`config.mk`:
```
export PLATFORM = sky130hd
export DESIGN_NAME = spi_reg_rx
export DESIGN_NICKNAME = d
export VERILOG_FILES = /design/src/rtl/spi_reg_rx.sv
export SDC_FILE = /design/constraint.sdc
export NUM_CORES = 1
export LEC_CHECK = 0
export ABC_AREA = 1
export CELL_PAD_IN_SITES_DETAIL_PLACEMENT = 1
export CELL_PAD_IN_SITES_GLOBAL_PLACEMENT = 1
export CORE_MARGIN = 2
export CORE_UTILIZATION = 40
export CTS_CLUSTER_DIAMETER = 100
export DETAILED_ROUTE_END_ITERATION = 6
export PLACE_DENSITY = 0.89
export SLEW_MARGIN = 40
export SYNTH_ARGS = -nofsm -noshare
export SYNTH_HDL_FRONTEND = slang
export SYNTH_SLANG_ARGS = --single-unit
```
`constraint.sdc`:
```
create_clock -name clk -period 2 [get_ports clk]
set_input_delay 0.4 -clock clk [delete_from_list [all_inputs] [get_ports clk]]
set_output_delay 0.4 -clock clk [all_outputs]
set_load 0.05 [all_outputs]
```
`src/rtl/spi_reg_rx.sv`:
```
// spi_reg_rx: write-only SPI slave (mode 0). It synchronizes the SPI pins into
// clk, deserializes MSB-first {addr, data} frames and emits one-cycle register
// write strobes. It flags frames that are aborted by an early deselect.
module spi_reg_rx #(
    parameter int ADDR_W = 8,
    parameter int DATA_W = 8
) (
    input  logic              clk,
    input  logic              rst,
    input  logic              spi_nss,
    input  logic              spi_clk,
    input  logic              spi_mosi,
    output logic              wr_en,
    output logic [ADDR_W-1:0] wr_addr,
    output logic [DATA_W-1:0] wr_data,
    output logic              frame_err,
    output logic              busy
);
    localparam int FRAME_W = ADDR_W + DATA_W;
    localparam int CNT_W   = $clog2(FRAME_W + 1);

    typedef enum logic {IDLE, ACTIVE} state_t;

    state_t             state, state_nx;
    logic [CNT_W-1:0]   cnt, cnt_nx, cnt_inc;
    logic [FRAME_W-1:0] shift, shift_nx;
    logic               wr_en_nx, err_nx;
    logic [ADDR_W-1:0]  addr_nx;
    logic [DATA_W-1:0]  data_nx;

    logic nss_q1, nss_s;
    logic sck_q1, sck_s, sck_d;
    logic mosi_q1, mosi_s;
    logic sck_rise;

    // Equal-depth 2-FF synchronizers keep MOSI aligned with SCK; sck_d feeds edge detect
    always_ff @(posedge clk) begin
        if (rst) begin
            nss_q1  <= 1'b1;
            nss_s   <= 1'b1;
            sck_q1  <= 1'b0;
            sck_s   <= 1'b0;
            sck_d   <= 1'b0;
            mosi_q1 <= 1'b0;
            mosi_s  <= 1'b0;
        end else begin
            nss_q1  <= spi_nss;
            nss_s   <= nss_q1;
            sck_q1  <= spi_clk;
            sck_s   <= sck_q1;
            sck_d   <= sck_s;
            mosi_q1 <= spi_mosi;
            mosi_s  <= mosi_q1;
        end
    end

    assign sck_rise = sck_s & ~sck_d;
    assign cnt_inc  = cnt + CNT_W'(1);
    assign busy     = (state == ACTIVE);

    // Next state: deselect takes priority over a coincident SCK rise
    always_comb begin
        state_nx = state;
        cnt_nx   = cnt;
        shift_nx = shift;
        wr_en_nx = 1'b0;
        err_nx   = 1'b0;
        addr_nx  = wr_addr;
        data_nx  = wr_data;
        case (state)
            IDLE: begin
                cnt_nx = '0;
                if (!nss_s) state_nx = ACTIVE;
            end
            ACTIVE: begin
                if (nss_s) begin
                    state_nx = IDLE;
                    cnt_nx   = '0;
                    err_nx   = (cnt != '0);
                end else if (sck_rise) begin
                    shift_nx = {shift[FRAME_W-2:0], mosi_s};
                    if (cnt_inc == CNT_W'(FRAME_W)) begin
                        cnt_nx   = '0;
                        wr_en_nx = 1'b1;
                        addr_nx  = shift_nx[FRAME_W-1:DATA_W];
                        data_nx  = shift_nx[DATA_W-1:0];
                    end else begin
                        cnt_nx = cnt_inc;
                    end
                end
            end
            default: state_nx = IDLE;
        endcase
    end

    // State and output registers; wr_addr/wr_data hold the last completed frame
    always_ff @(posedge clk) begin
        if (rst) begin
            state     <= IDLE;
            cnt       <= '0;
            shift     <= '0;
            wr_en     <= 1'b0;
            frame_err <= 1'b0;
            wr_addr   <= '0;
            wr_data   <= '0;
        end else begin
            state     <= state_nx;
            cnt       <= cnt_nx;
            shift     <= shift_nx;
            wr_en     <= wr_en_nx;
            frame_err <= err_nx;
            wr_addr   <= addr_nx;
            wr_data   <= data_nx;
        end
    end
endmodule
```
; ---- Word level (Yosys, flattened, before mapping)
; Cells that the tools add are included.
[totals]
regBits = 46
[op_classes]
n_mux = 6
n_eq_ne = 2
n_bitwise = 5
n_reduce_logical = 5
add_sub_neg = 1
[ops]
columns = cell, n
row1 = $mux 5, 3
row2 = $pmux 5 s2, 1
row3 = $add 5x1->5 const B, 1
row4 = $eq 5x5->1 const B, 1
row5 = $reduce_bool 5->1, 1
row6 = $not 1->1, 4
row7 = $reduce_and 4->1, 1
row8 = $reduce_or 4->1, 1
row9 = $ne 3x1->1 const B, 1
row10 = $reduce_and 3->1, 1
row11 = $reduce_or 3->1, 1
row12 = $mux 1, 2
row13 = $and 1x1->1, 1

; ---- Depth between registers and ports, before layout
[depth]
depth_word = 6
depth_mapped = 9
ltp_nobuf = 8

; ---- Worst setup path after synthesis
; No wires, ideal clock.
[synth_timing]
path_kind = reg2reg
startpoint = reg state, in the netlist busy
endpoint = reg wr_addr[5]
setup_slack_ns = 0.403
setup_time_ns = 0.114
path_stages_with_launch = 9
t_required_ns = 1.886
n_path_buf = 1
arrival_time_ns = 1.482
path_cell_list = dfxtp_1 > nand2_4 > nor2_8 > inv_1 > nor2_4 > buf_6 > nand3_1 > nand2_1 > nor2_1
[synth_via]
elab_chain_len = 1
[synth_lines]
columns = item, line
row1 = start: declaration, 24  ; state_t state, state_nx;
row2 = start signal: assignment, 107  ; state <= state_nx;
row3 = $reduce_and 4->1 (no line), -
row4 = end signal: assignment, 112  ; wr_addr <= addr_nx;
row5 = end: declaration, 14  ; output logic [ADDR_W-1:0] wr_addr,
; Every way passes these cells.
; A chain may end at the register's enable or synchronous reset.

; ---- Final worst setup path
[layout_timing]
startpoint = reg state, in the netlist busy
endpoint = out busy
[layout_rtl]
columns = item, line
row1 = end: declaration, 17  ; output logic busy
; No word-level cell between the ends.

==> key figures <==
Synth
  • Synth Cell Area: 1840 sq um
  • Largest family of logic cells by synthesized area: simple AND/OR/NAND/NOR gates
  • Synth Area in Adders: 1.36%
  • Avg Cell Area, Syn: 8.02 sq um
  • Post-synthesis xor/xnor area fraction: 0%
  • Post-synthesis sequential area ratio: 50.1%
  • Simple-gate share of the synthesized area: 27.6%
  • Mapped Nets: 236
  • Synth cell types: 25
  • Synth Area in Compound Gates: 10.6%
  • Cells after Synth: 229
  • Number of synthesized register bits: 46
  • Synth Warn #: 0
  • Mux cell area share after synthesis: 0%

Global routing
  • Grt total ovfl: 0
  • Antenna violations before repair: 0
  • Pin count of the biggest net entering global routing: 35
  • Total GRT Usage: 16.1%
  • Vias in the first global route: 1473
  • First-pass GRT wire length: 6510 microns

Clock network
  • Clock Sinks: 46
  • CTS tree: built
  • Cts bufs inserted: 5
  • Post-cts gate resize count: 0
  • Root Buffer: clkbuf_8
  • Post-CTS Repair Setup Buffers: 0
  • Clk slew on worst S/H paths: 80 ps
  • Hold buffers post-CTS: 0
  • Buffers from clock root to sink, at most: 2
  • H-tree Lvls: 2
  • Clock Latency Late Sink: 300 ps

Critical path
  • RR Startpoint: cnt[1]$_SDFFE_PP0P_
  • Worst Path Max Fanout: 3
  • CP max stage delay: 830 ps
  • Critical Path RT: 1600 ps
  • CP Launch Point: busy$_SDFF_PP0_
  • Flop2flop setup slack: 250 ps
  • Critical path cell sequence: clkdlybuf4s50_1
  • Arrival time of the worst setup path: 1530 ps
  • R2r worst-path depth: 8
  • Startpoint types: flop
  • Worst path slowest cell: clkdlybuf4s50_1
  • Buffers & Inverters on Critical Path: 1
  • Critical path class: reg -> out
  • Levels on crit path: 1
  • Kind of cell adding the most delay to the critical path: buffers and inverters
  • CP Capture Type: output port

Timing
  • F_max: 0.517 GHz
  • Post-route setup TNS: 0 ps
  • Final period util: 96.7%
  • Skew final: 7.31 ps
  • Crit path time final: 1930 ps
  • Hold Vio Cnt, Final: 0
  • Final setup fails: 0
  • Worst slew pin tran: 494 ps
  • RSZ-0062 raised after global routing: no
  • Final slew viol count: 0
  • Slew margin rel.: 67.0%

Outcome
  • Status: completed

Power
  • LEAKAGE: 0.866 nW
  • PD cells: 712 nW/um^2
  • Peak VDD IR: 0.424 mV

Route
  • First-pass DRT Iterations: 4
  • DRT iter0 DRCs: 84
  • Final WL: 3770 microns
  • DR DRC count: 0
  • WL per Instance: 12.4 microns
  • DR vias: 1470
  • Vias per Instance: 4.84
  • ANT nets after route: 0

Job
  • Max_cap viols: 0

Min path
  • HP Start: sck_q1$_SDFF_PP0_
  • Hold Crit Class: reg -> reg
  • Hold path depth: 2

Floorplan
  • Chip height: 71.8 microns
  • Starting density of the core: 41.9%
  • Die Wd: 71.8 microns
  • I/O Pins: 24
  • Die area: 5150 sq um
  • Core Area: 4380 sq um
  • Cell Rows: 24

Cells and area
  • Antenna diode count: 0
  • Most common cell after layout, fill and taps aside: dfxtp_1
  • Synth-to-layout area growth: 19.0%
  • Finished layout cell area: 2190 sq um
  • Share of layout cells above drive strength 1: 11.1%
  • Final #Nets: 258
  • Most frequent cells in the layout: dfxtp_1, nor2_1, inv_1

Placement
  • Placer Congestion: 0.753
  • Dpl cell area: 2090 sq um
  • Post-DP HPWL: 2650 microns
  • IO Port Bufs: 23
-- synth_stat cells --
cell       n  area [sq um]
dfxtp_1   46           921
nor2_1    39           146
inv_1     30           113
nand2_1   26          97.6
a21oi_1   19          95.1
nand3_1   18          90.1
o21ai_0   17          85.1
nand2_2    5          31.3
buf_6      4          45.0
clkbuf_1   4          15.0
nor2_4     3          33.8
buf_1      2          7.51
ha_1       2          25.0
nand3_2    2          20.0
or2_2      2          12.5
a21oi_2    1          8.76
a31oi_1    1          6.26
buf_2      1          5.00
inv_2      1          3.75
nand2_4    1          11.3
nand3b_4   1          20.0
nand4_1    1          6.26
nand4_2    1          12.5
nor2_8     1          20.0
nor3_1     1          5.00
-- report_power, final --
group	leakage (nW)	switching [mW]	total [mW]	internal, mW
logic	0.446	0.0274	0.0492	0.0218
clock network	0.0482	0.303	0.582	0.279
registers	0.372	0.00320	0.925	0.922
total	0.866	0.334	1.56	1.22
-- tightest hold or removal path: cells and delay by family (launching register included) --
family	cells	cell delay, ps
simple gates	1	30
flops	1	310
buf+inv	1	40
-- layout make-up --
| class | count | area [sq um] |
|---|---|---|
| clock buffer | 7 | 86.3 |
| clock inverter | 1 | 5.00 |
| fill | 553 | 2200 |
| inverter | 31 | 116 |
| multi-input combinational | 141 | 727 |
| sequential | 46 | 921 |
| tap | 52 | 65.1 |
| timing repair buffer | 26 | 265 |
-- per-layer routing --
metal	part of all wire [%]	global-route usage, %
met5	0	0
met2	50	29.0
met1	45	18.3
met4	1.2	5.03
met3	3.7	4.64
-- path summary, 6_finish.rpt --
kind,to
setup / recovery,busy
setup reg to reg,wr_addr[1]$_SDFFE_PP0P_
hold reg to reg,sck_s$_SDFF_PP0_
hold / removal,sck_s$_SDFF_PP0_
-- logic make-up (layout without fill, tap and decap cells) --
| family | count (synthesis) | in the layout |
|---|---|---|
| DFF | 46 | 46 |
| buffers and inverters | 42 | 65 |
| and+or+nand+nor | 101 | 101 |
| AOI/OAI and AO/OA | 38 | 38 |
| adders and majority gates | 2 | 2 |
-- through the flow --
stage	util, %	worst slack [ps]	hold WS, ps	std cells	total power [mW]
floorplan	-	403	388	229	0.975
global placement	47.8	396	393	296	0.995
detailed placement	47.8	301	401	296	0.997
CTS	49.9	43.5	418	304	1.59
global route	49.9	17.6	427	304	1.62
finish	49.9	66.3	413	304	1.56
-- flip-flops by register name (all words and copies together), names as in the netlist --
name       cells
sck_q1         1
shift         15
nss_q1         1
sck_s          1
mosi_s         1
cnt            5
busy           1
wr_addr        8
frame_err      1
wr_data        8
nss_s          1
wr_en          1
mosi_q1        1
sck_d          1
Power figures use the tool's default switching activity.
